File: config.mk
export PLATFORM = sky130hd
export DESIGN_NAME = if_prefetch_queue
export DESIGN_NICKNAME = d
export VERILOG_FILES = /design/src/rtl/if_prefetch_queue.sv
export SDC_FILE = /design/constraint.sdc
export NUM_CORES = 1
export LEC_CHECK = 0
export BUFFER_PORTS_ARGS = -buffer_cell sky130_fd_sc_hd__buf_2
export CELL_PAD_IN_SITES_DETAIL_PLACEMENT = 1
export CELL_PAD_IN_SITES_GLOBAL_PLACEMENT = 2
export CORE_UTILIZATION = 40
export DETAILED_ROUTE_END_ITERATION = 12
export HOLD_SLACK_MARGIN = 0.05
export PLACE_DENSITY = 0.77
export SKIP_CTS_REPAIR_TIMING = 1
export SLEW_MARGIN = 20
export SYNTH_ARGS = -nofsm -noshare
export SYNTH_HDL_FRONTEND = slang
export SYNTH_SLANG_ARGS = --single-unit
File: constraint.sdc
create_clock -name clk -period 4.95 [get_ports clk]
set_input_delay 0.495 -clock clk [delete_from_list [all_inputs] [get_ports clk]]
set_output_delay 0.495 -clock clk [all_outputs]
set_load 0.03 [all_outputs]
File: src/rtl/if_prefetch_queue.sv
// Instruction fetch + DEPTH-entry prefetch queue; a request in cycle N reaches decode in cycle N+2.
// Backpressure: fetch stops issuing when queued + in-flight entries reach DEPTH. Redirect flushes everything.
module if_prefetch_queue #(
    parameter int PC_W     = 8,
    parameter int DEPTH    = 4,
    parameter int RESET_PC = 0
) (
    input  logic                       clk,
    input  logic                       rst,
    input  logic                       redirect_i,
    input  logic [PC_W-1:0]            redirect_pc_i,
    output logic                       imem_req_o,
    output logic [PC_W-1:0]            imem_addr_o,
    input  logic [15:0]                imem_rdata_i,
    output logic [15:0]                instr_o,
    output logic [PC_W-1:0]            instr_pc_o,
    output logic                       instr_valid_o,
    input  logic                       instr_ready_i,
    output logic [$clog2(DEPTH):0]     count_o
);
    localparam int AW = $clog2(DEPTH);
    localparam int CW = AW + 1;
    localparam logic [CW-1:0] DEPTH_C = CW'(DEPTH);

    logic [PC_W-1:0] fetch_pc;
    logic [PC_W-1:0] resp_pc;
    logic            inflight;
    logic [CW-1:0]   count;
    logic [AW-1:0]   rd_ptr;
    logic [AW-1:0]   wr_ptr;
    logic [15:0]     instr_mem [DEPTH];
    logic [PC_W-1:0] pc_mem    [DEPTH];

    logic [CW-1:0]   occupancy;
    logic            issue;
    logic            push;
    logic            pop;

    // Credit check counts the outstanding response so it always finds room;
    // a same-cycle pop is deliberately not credited to keep the path short.
    assign occupancy = count + CW'(inflight);
    assign issue     = !rst && !redirect_i && (occupancy < DEPTH_C);
    assign push      = inflight && !redirect_i;
    assign pop       = (count != '0) && instr_ready_i && !redirect_i;

    always_ff @(posedge clk or posedge rst) begin
        if (rst) begin
            fetch_pc <= PC_W'(RESET_PC);
            resp_pc  <= '0;
            inflight <= 1'b0;
            count    <= '0;
            rd_ptr   <= '0;
            wr_ptr   <= '0;
        end else if (redirect_i) begin
            fetch_pc <= redirect_pc_i;
            inflight <= 1'b0;
            count    <= '0;
            rd_ptr   <= '0;
            wr_ptr   <= '0;
        end else begin
            inflight <= issue;
            if (issue) begin
                resp_pc  <= fetch_pc;
                fetch_pc <= fetch_pc + 1'b1;
            end
            if (push) wr_ptr <= wr_ptr + 1'b1;
            if (pop)  rd_ptr <= rd_ptr + 1'b1;
            case ({push, pop})
                2'b10:   count <= count + 1'b1;
                2'b01:   count <= count - 1'b1;
                default: count <= count;
            endcase
        end
    end

    always_ff @(posedge clk or posedge rst) begin
        if (rst) begin
            for (int i = 0; i < DEPTH; i++) begin
                instr_mem[i] <= '0;
                pc_mem[i]    <= '0;
            end
        end else if (push) begin
            instr_mem[wr_ptr] <= imem_rdata_i;
            pc_mem[wr_ptr]    <= resp_pc;
        end
    end

    always_ff @(posedge clk) begin
        if (!rst && push) begin
            assert (count != DEPTH_C);
        end
    end

    assign imem_req_o    = issue;
    assign imem_addr_o   = fetch_pc;
    assign instr_o       = instr_mem[rd_ptr];
    assign instr_pc_o    = pc_mem[rd_ptr];
    assign instr_valid_o = (count != '0);
    assign count_o       = count;
endmodule
==> results.md, run 1 <==
- FP Rows: 41
- Final global-route overflow total: 0
- Final setup vio count: 0
- Syn avg cell area: 15.3 um^2
- Arrival @ worst endpoint: 2.19 ns
- # DRC: 0
- DR WL met2: 5.80 mm
- Share of layout cells above drive strength 1: 55.0%
- RSZ-0062 raised after global routing: false
- Core Box Area: 0.0129 mm^2
- # port buffers: 64
- Synth Cell Area: 0.00537 mm^2
- Final-stage net count: 450
- Max_slew headroom: 40.4%
- Syn nets: 384
- Max-Cap Viols: 0
- Period utilisation layout: 54.3%
- Hold crit path type: input port to asynchronous set/reset pin
- Pleak: 2.98 nW
- Synth cell count leaders: dfrtp_1, mux2_2, mux4_2, buf_2, nor2_1
- Cell chosen for the clock root: clkbuf_16
- Ys flop type: dfrtp_1
- Via count: 3,169
- Diodes inserted: 0
- # H-tree levels: 4
- Synth Warn #: 0
- Post-synth EDFFs: 0
- Remaining antenna violation count: 0
- First-pass GRT wire length: 19.6 mm
- Fin. max-slew vios: 0
- WP data required: 4.45 ns
- Placed insts: 569
- Synthesized flop and latch total: 120
- Top routing layer in use: met4
- Number of global-route vias before repair: 3,549
- WL/cell: 19.1 um
- GRT Total Usage: 18.7%
- Crit start category: flip-flop
- Synthesis-to-layout area growth: 20.0%
- Yosys top cell area share: 55.9%
- GP Congestion: 0.704
- Vias per cell: 5.27
- Clk pin slew, worst setup/hold paths: 0.06 ns
- Power Density: 631 mW/mm^2
- Max Buffers Root-to-Sink: 2
- Post-DP HPWL: 7.03 mm
- Post-synthesis async set-or-reset flop share: 100%
- First-pass iteration count of the detailed router: 4
- M1 WL: 5.08 mm
- Num CTS Buffers: 17
- DRT Wirelength: 11.5 mm
- Synth area leaders: dfrtp_1, mux2_2, mux4_2
- Clk_lat worst skew: 0.41 ns
- Yosys cell types: 41
- Largest net degree at the start of global routing: 63
- Fin cells: 601
- Top-Level Pins: 65
- Die Span X: 118 um
- Critical Path Fanout Max: 26
- Clk sink count: 120
- Post-synthesis sequential area ratio: 55.9%
- Count leader, synth: dfrtp_1
- Peak Freq: 0.372 GHz
- Endpoint kind of the worst setup timing path: output pin
- Setup TNS Final: 0 ns
- Hold Violations, Final: 0
- Worst clock skew: 0.00791 ns
- Cells after synthesis: 350
- Tmin final: 2.69 ns
- Wire length on met3: 469 um
- Slew @ Worst Pin: 0.894 ns
- Status: finished clean
- Initial antenna violation count: 0
- Synth area leader: dfrtp_1
- CTS tree: done
- Die Area: 0.0139 mm^2
- Die extent in y: 118 um
- Initial Util: 41.7%
- Starting DRT DRC Count: 112
- VDD IR-drop max: 320 uV
- Crit Path Category: flip-flop to output pin
==> final cells by class <==
class,count,area (um^2)
clock buffers,20,467
fillers,1294,6430
well taps,172,215
clock inverters,12,149
multi-input cells,206,2250
repair buffers,66,335
inverters,5,21.3
flip-flops and latches,120,3000
==> layout by cell type, fill, tap and decap left out, types with 4 or more instances in the layout <==
cell type     n
dfrtp_1     119
clkinvlp_4    4
mux4_2       24
a31oi_1       4
mux2_2      104
clkbuf_16    17
ha_1          5
buf_2        64
nand2_2       4
nor2_1       10
nand2_1       8
o21ai_0       4
xnor2_1       6
clkinv_2      4
==> metal layers <==
| layer | up-vias | global-route usage (%) |
|---|---|---|
| met5 | - | 0 |
| met4 | 0 | 6.65 |
| met3 | 11 | 5.96 |
| met2 | 70 | 30.4 |
| met1 | 1667 | 23.5 |
| li1 | 1421 | - |
==> state kept, by name, summed over array words and instances (netlist names) <==
signal	flops
pc_mem	32
instr_mem	64
inflight	1
imem_addr_o	8
wr_ptr	2
count_o	3
rd_ptr	2
resp_pc	8
==> where the power goes <==
part           internal, W  total (W)  switching, W
clock network     0.000827    0.00126      0.000430
logic             0.000600    0.00124      0.000643
registers          0.00128    0.00156      0.000281
total              0.00271    0.00407       0.00135
==> per-stage QoR <==
| step | worst slack, ns | util (%) | area (um^2) | power [W] | hold WS [ns] |
|---|---|---|---|---|---|
| global route | 2.10 | 50.0 | 6440 | 0.00429 | 0.301 |
| detailed placement | 2.56 | 45.3 | 5830 | 0.00283 | 0.489 |
| CTS | 2.18 | 50.0 | 6440 | 0.00413 | 0.265 |
| finish | 2.26 | 50.0 | 6440 | 0.00407 | 0.255 |
| floorplan | 0.604 | - | 5370 | 0.00248 | 0.474 |
| global placement | 2.63 | 45.3 | 5830 | 0.00278 | 0.482 |
==> kinds of logic after synthesis <==
kind of cell | count (synthesis) | share of synthesized area [%]
compound gates | 19 | 2.47
xor+xnor | 8 | 1.30
fa+ha+maj | 6 | 1.54
buf+inv | 24 | 2.17
flops | 120 | 55.9
mux | 131 | 32.4
simple gates | 42 | 4.17
==> critical path: stages (launching register included) <==
cell     delay, ns
dfrtp_2       0.96
mux4_2        0.63
buf_2         0.20
==> final timing paths <==
kind | cells after the start | startpoint | slack, ns | endpoint
max | 2 | rd_ptr[0] | 2.26 | instr_pc_o[0]
min | 2 | rst | 0.25 | count_o[0]
max reg2reg | 7 | count_o[0] | 2.67 | count_o[2]
min reg2reg | 1 | instr_mem[9] | 0.50 | instr_mem[9]
max in group asynchronous | 3 | rst | 3.39 | rd_ptr[0]
min in group clk | 3 | redirect_pc_i[2] | 0.32 | imem_addr_o[2]
Note: power is estimated with default switching activity, not from simulation.
==> run 2, diff against run 1 <==
- ABC_AREA: not set -> 1
- CORE_UTILIZATION: 40 -> 36
- PLACE_DENSITY: 0.77 -> 0.8
- clock period: 4.95 -> 2.5 ns (I/O delays scaled with it)
==> results.md, run 2 <==
- Status: finished clean
- Clk_lat worst skew: 0.42 ns
- Final global-route overflow total: 0
- Count leader, synth: nand2_1
- Endpoint kind of the worst setup timing path: output pin
- Initial Util: 36.7%
- Starting DRT DRC Count: 202
- GRT Total Usage: 19.4%
- WL/cell: 15.9 um
- Power share of the clock group: 41.7%
- Slowest cell on crit path: inv_1
- Cell chosen for the clock root: clkbuf_16
- FP Rows: 45
- Top reg by flops: instr_mem
- # port buffers: 64
- Initial antenna violation count: 0
- Post-synthesis async set-or-reset flop share: 100%
- Via count: 4,514
- Remaining antenna violation count: 0
- Fin. max-slew vios: 0
- CP cell instances: inv_1, buf_4, o21ai_0, o22ai_1, buf_2
- Pleak: 3.31 nW
- Gr busiest metal: met2
- First-pass iteration count of the detailed router: 4
- Internal power: 0.00445 W
- Worst Slack Setup Final: 0.338 ns
- Crit path max-delay family: buffers and inverters
- CTS tree: done
- Syn nets: 667
- Peak Freq: 0.462 GHz
- Synthesis-to-layout area growth: 19.1%
- Post-DP HPWL: 8.80 mm
- Period utilisation layout: 86.5%
- Arrival @ worst endpoint: 1.91 ns
- Number of flip-flops in the largest register: 64
- Clk sink count: 120
- Clk pin slew, worst setup/hold paths: 0.05 ns
- Synth Warn #: 0
- Syn avg cell area: 8.77 um^2
- Hold crit path type: input port to flip-flop
- Synth cell count leaders: nand2_1, dfrtp_1, o21ai_0, o21ai_1, nor2_1
- Synthesized flop and latch total: 120
- VDD IR-drop max: 406 uV
- Largest registers: instr_mem (64), pc_mem (32)
- Post-synth EDFFs: 0
- Num CTS Buffers: 17
- Share of layout cells above drive strength 1: 18.8%
- Setup crit start: rd_ptr[1]
- DRT Wirelength: 14.1 mm
- Yosys cell types: 26
- First-pass GRT wire length: 23.9 mm
- Tmin final: 2.16 ns
- Crit start category: flip-flop
- # H-tree levels: 4
- Yosys top cell area share: 54.1%
- Synth Cell Area: 0.00555 mm^2
- Met1 global-route usage: 24.6%
- Slowest cell delay on critical path: 0.39 ns
- Slew @ Worst Pin: 0.799 ns
- Die Area: 0.0159 mm^2
- Final-stage net count: 722
- Flop pwr share: 38.4%
- Cells after synthesis: 633
- GP Congestion: 0.770
- Top-Level Pins: 65
- WP data required: 2.25 ns
- Switch share: 29.9%
- Number of global-route vias before repair: 4,733
- Max_slew headroom: 46.6%
- Post-Place Worst Slack: 0.532 ns
- Die Span X: 126 um
- Synth area leaders: dfrtp_1, nand2_1, o21ai_0
- Ys flop type: dfrtp_1
- Vias per cell: 5.08
- Diodes inserted: 0
- Crit path buffers/inverters: 3
- Hold path start: redirect_pc_i[5]
- Max-Cap Viols: 0
- Comb power frac: 19.9%
- WHS: 0.0479 ns
- Synth area leader: dfrtp_1
- P_sw: 0.00190 W
- Setup TNS Final: 0 ns
- Largest net degree at the start of global routing: 50
- Met3 usage: 4.50%
- Worst r2r src: count_o[0]
- Final setup vio count: 0
- Max Buffers Root-to-Sink: 2
- RSZ-0062 raised after global routing: false
- Most frequent cells in the layout: nand2_1, dfrtp_1, o21ai_0
- Core Box Area: 0.0151 mm^2
- Critical Path Fanout Max: 14
- # DRC: 0
- Crit Path Category: flip-flop to output pin
- Commonest non-fill, non-tap cell in the layout: nand2_1
- GR Util met2: 31.8%
- Worst clock skew: 0.00990 ns
- Power Density: 961 mW/mm^2
- Post-synthesis sequential area ratio: 54.1%
- Die extent in y: 126 um
- Hold Violations, Final: 0
==> run 2: cells by family after synthesis <==
logic type,after synthesis,synth area share [%]
adder cells (fa/ha/maj),6,1.49
buffers and inverters,85,7.82
AO/OA/AOI/OAI,191,19.0
flip-flops,120,54.1
XOR/XNOR,4,0.631
AND/OR/NAND/NOR,227,17.0
==> run 2: final timing paths <==
path | endpoint | slack [ns] | depth (start not counted)
hold / removal | imem_addr_o[5] | 0.05 | 3
max in group asynchronous | pc_mem[28] | 1.22 | 4
hold reg to reg | instr_mem[46] | 0.48 | 2
setup reg to reg | count_o[2] | 0.55 | 11
setup / recovery | instr_o[11] | 0.34 | 5
min in group asynchronous | count_o[1] | 0.53 | 3
==> run 2: layout make-up <==
class                           instances  area (um^2)
Inverter                               46          176
Multi-Input combinational cell        428         2120
Fill cell                            1783         8530
Tap cell                              188          235
Timing Repair Buffer                   75          443
Clock buffer                           24          502
Clock inverter                          8          140
Sequential cell                       120         3000
==> run 2: layer usage <==
| layer | part of all wire (%) | vias to the layer above |
|---|---|---|
| li1 | - | 2201 |
| met1 | 48 | 2228 |
| met2 | 47 | 65 |
| met3 | 3.1 | 20 |
| met4 | 1.9 | 0 |
| met5 | 0 | - |
==> run 2: worst min-delay path: stages <==
cell,delay (ns)
buf_2,0.07
nand2_1,0.04
nand3_1,0.07
==> run 2: per-stage QoR <==
stage               std cells  cell area [um^2]  utilization [%]  total power (W)
floorplan                 633              5560                -          0.00336
global placement          856              5960             39.4          0.00370
detailed placement        856              5960             39.4          0.00375
CTS                       888              6610             43.6          0.00643
global route              889              6620             43.7          0.00668
finish                    889              6620             43.7          0.00636
==> run 2: power by group through the flow <==
| stage | combinational (W) | clock [W] | sequential (W) |
|---|---|---|---|
| final | 0.00127 | 0.00265 | 0.00244 |
| after global routing | 0.00142 | 0.00278 | 0.00248 |
| after CTS | 0.00129 | 0.00270 | 0.00244 |
| after detailed placement | 0.00128 | 0 | 0.00247 |
| after global placement | 0.00125 | 0 | 0.00245 |
| after floorplan | 0.000898 | 0 | 0.00246 |
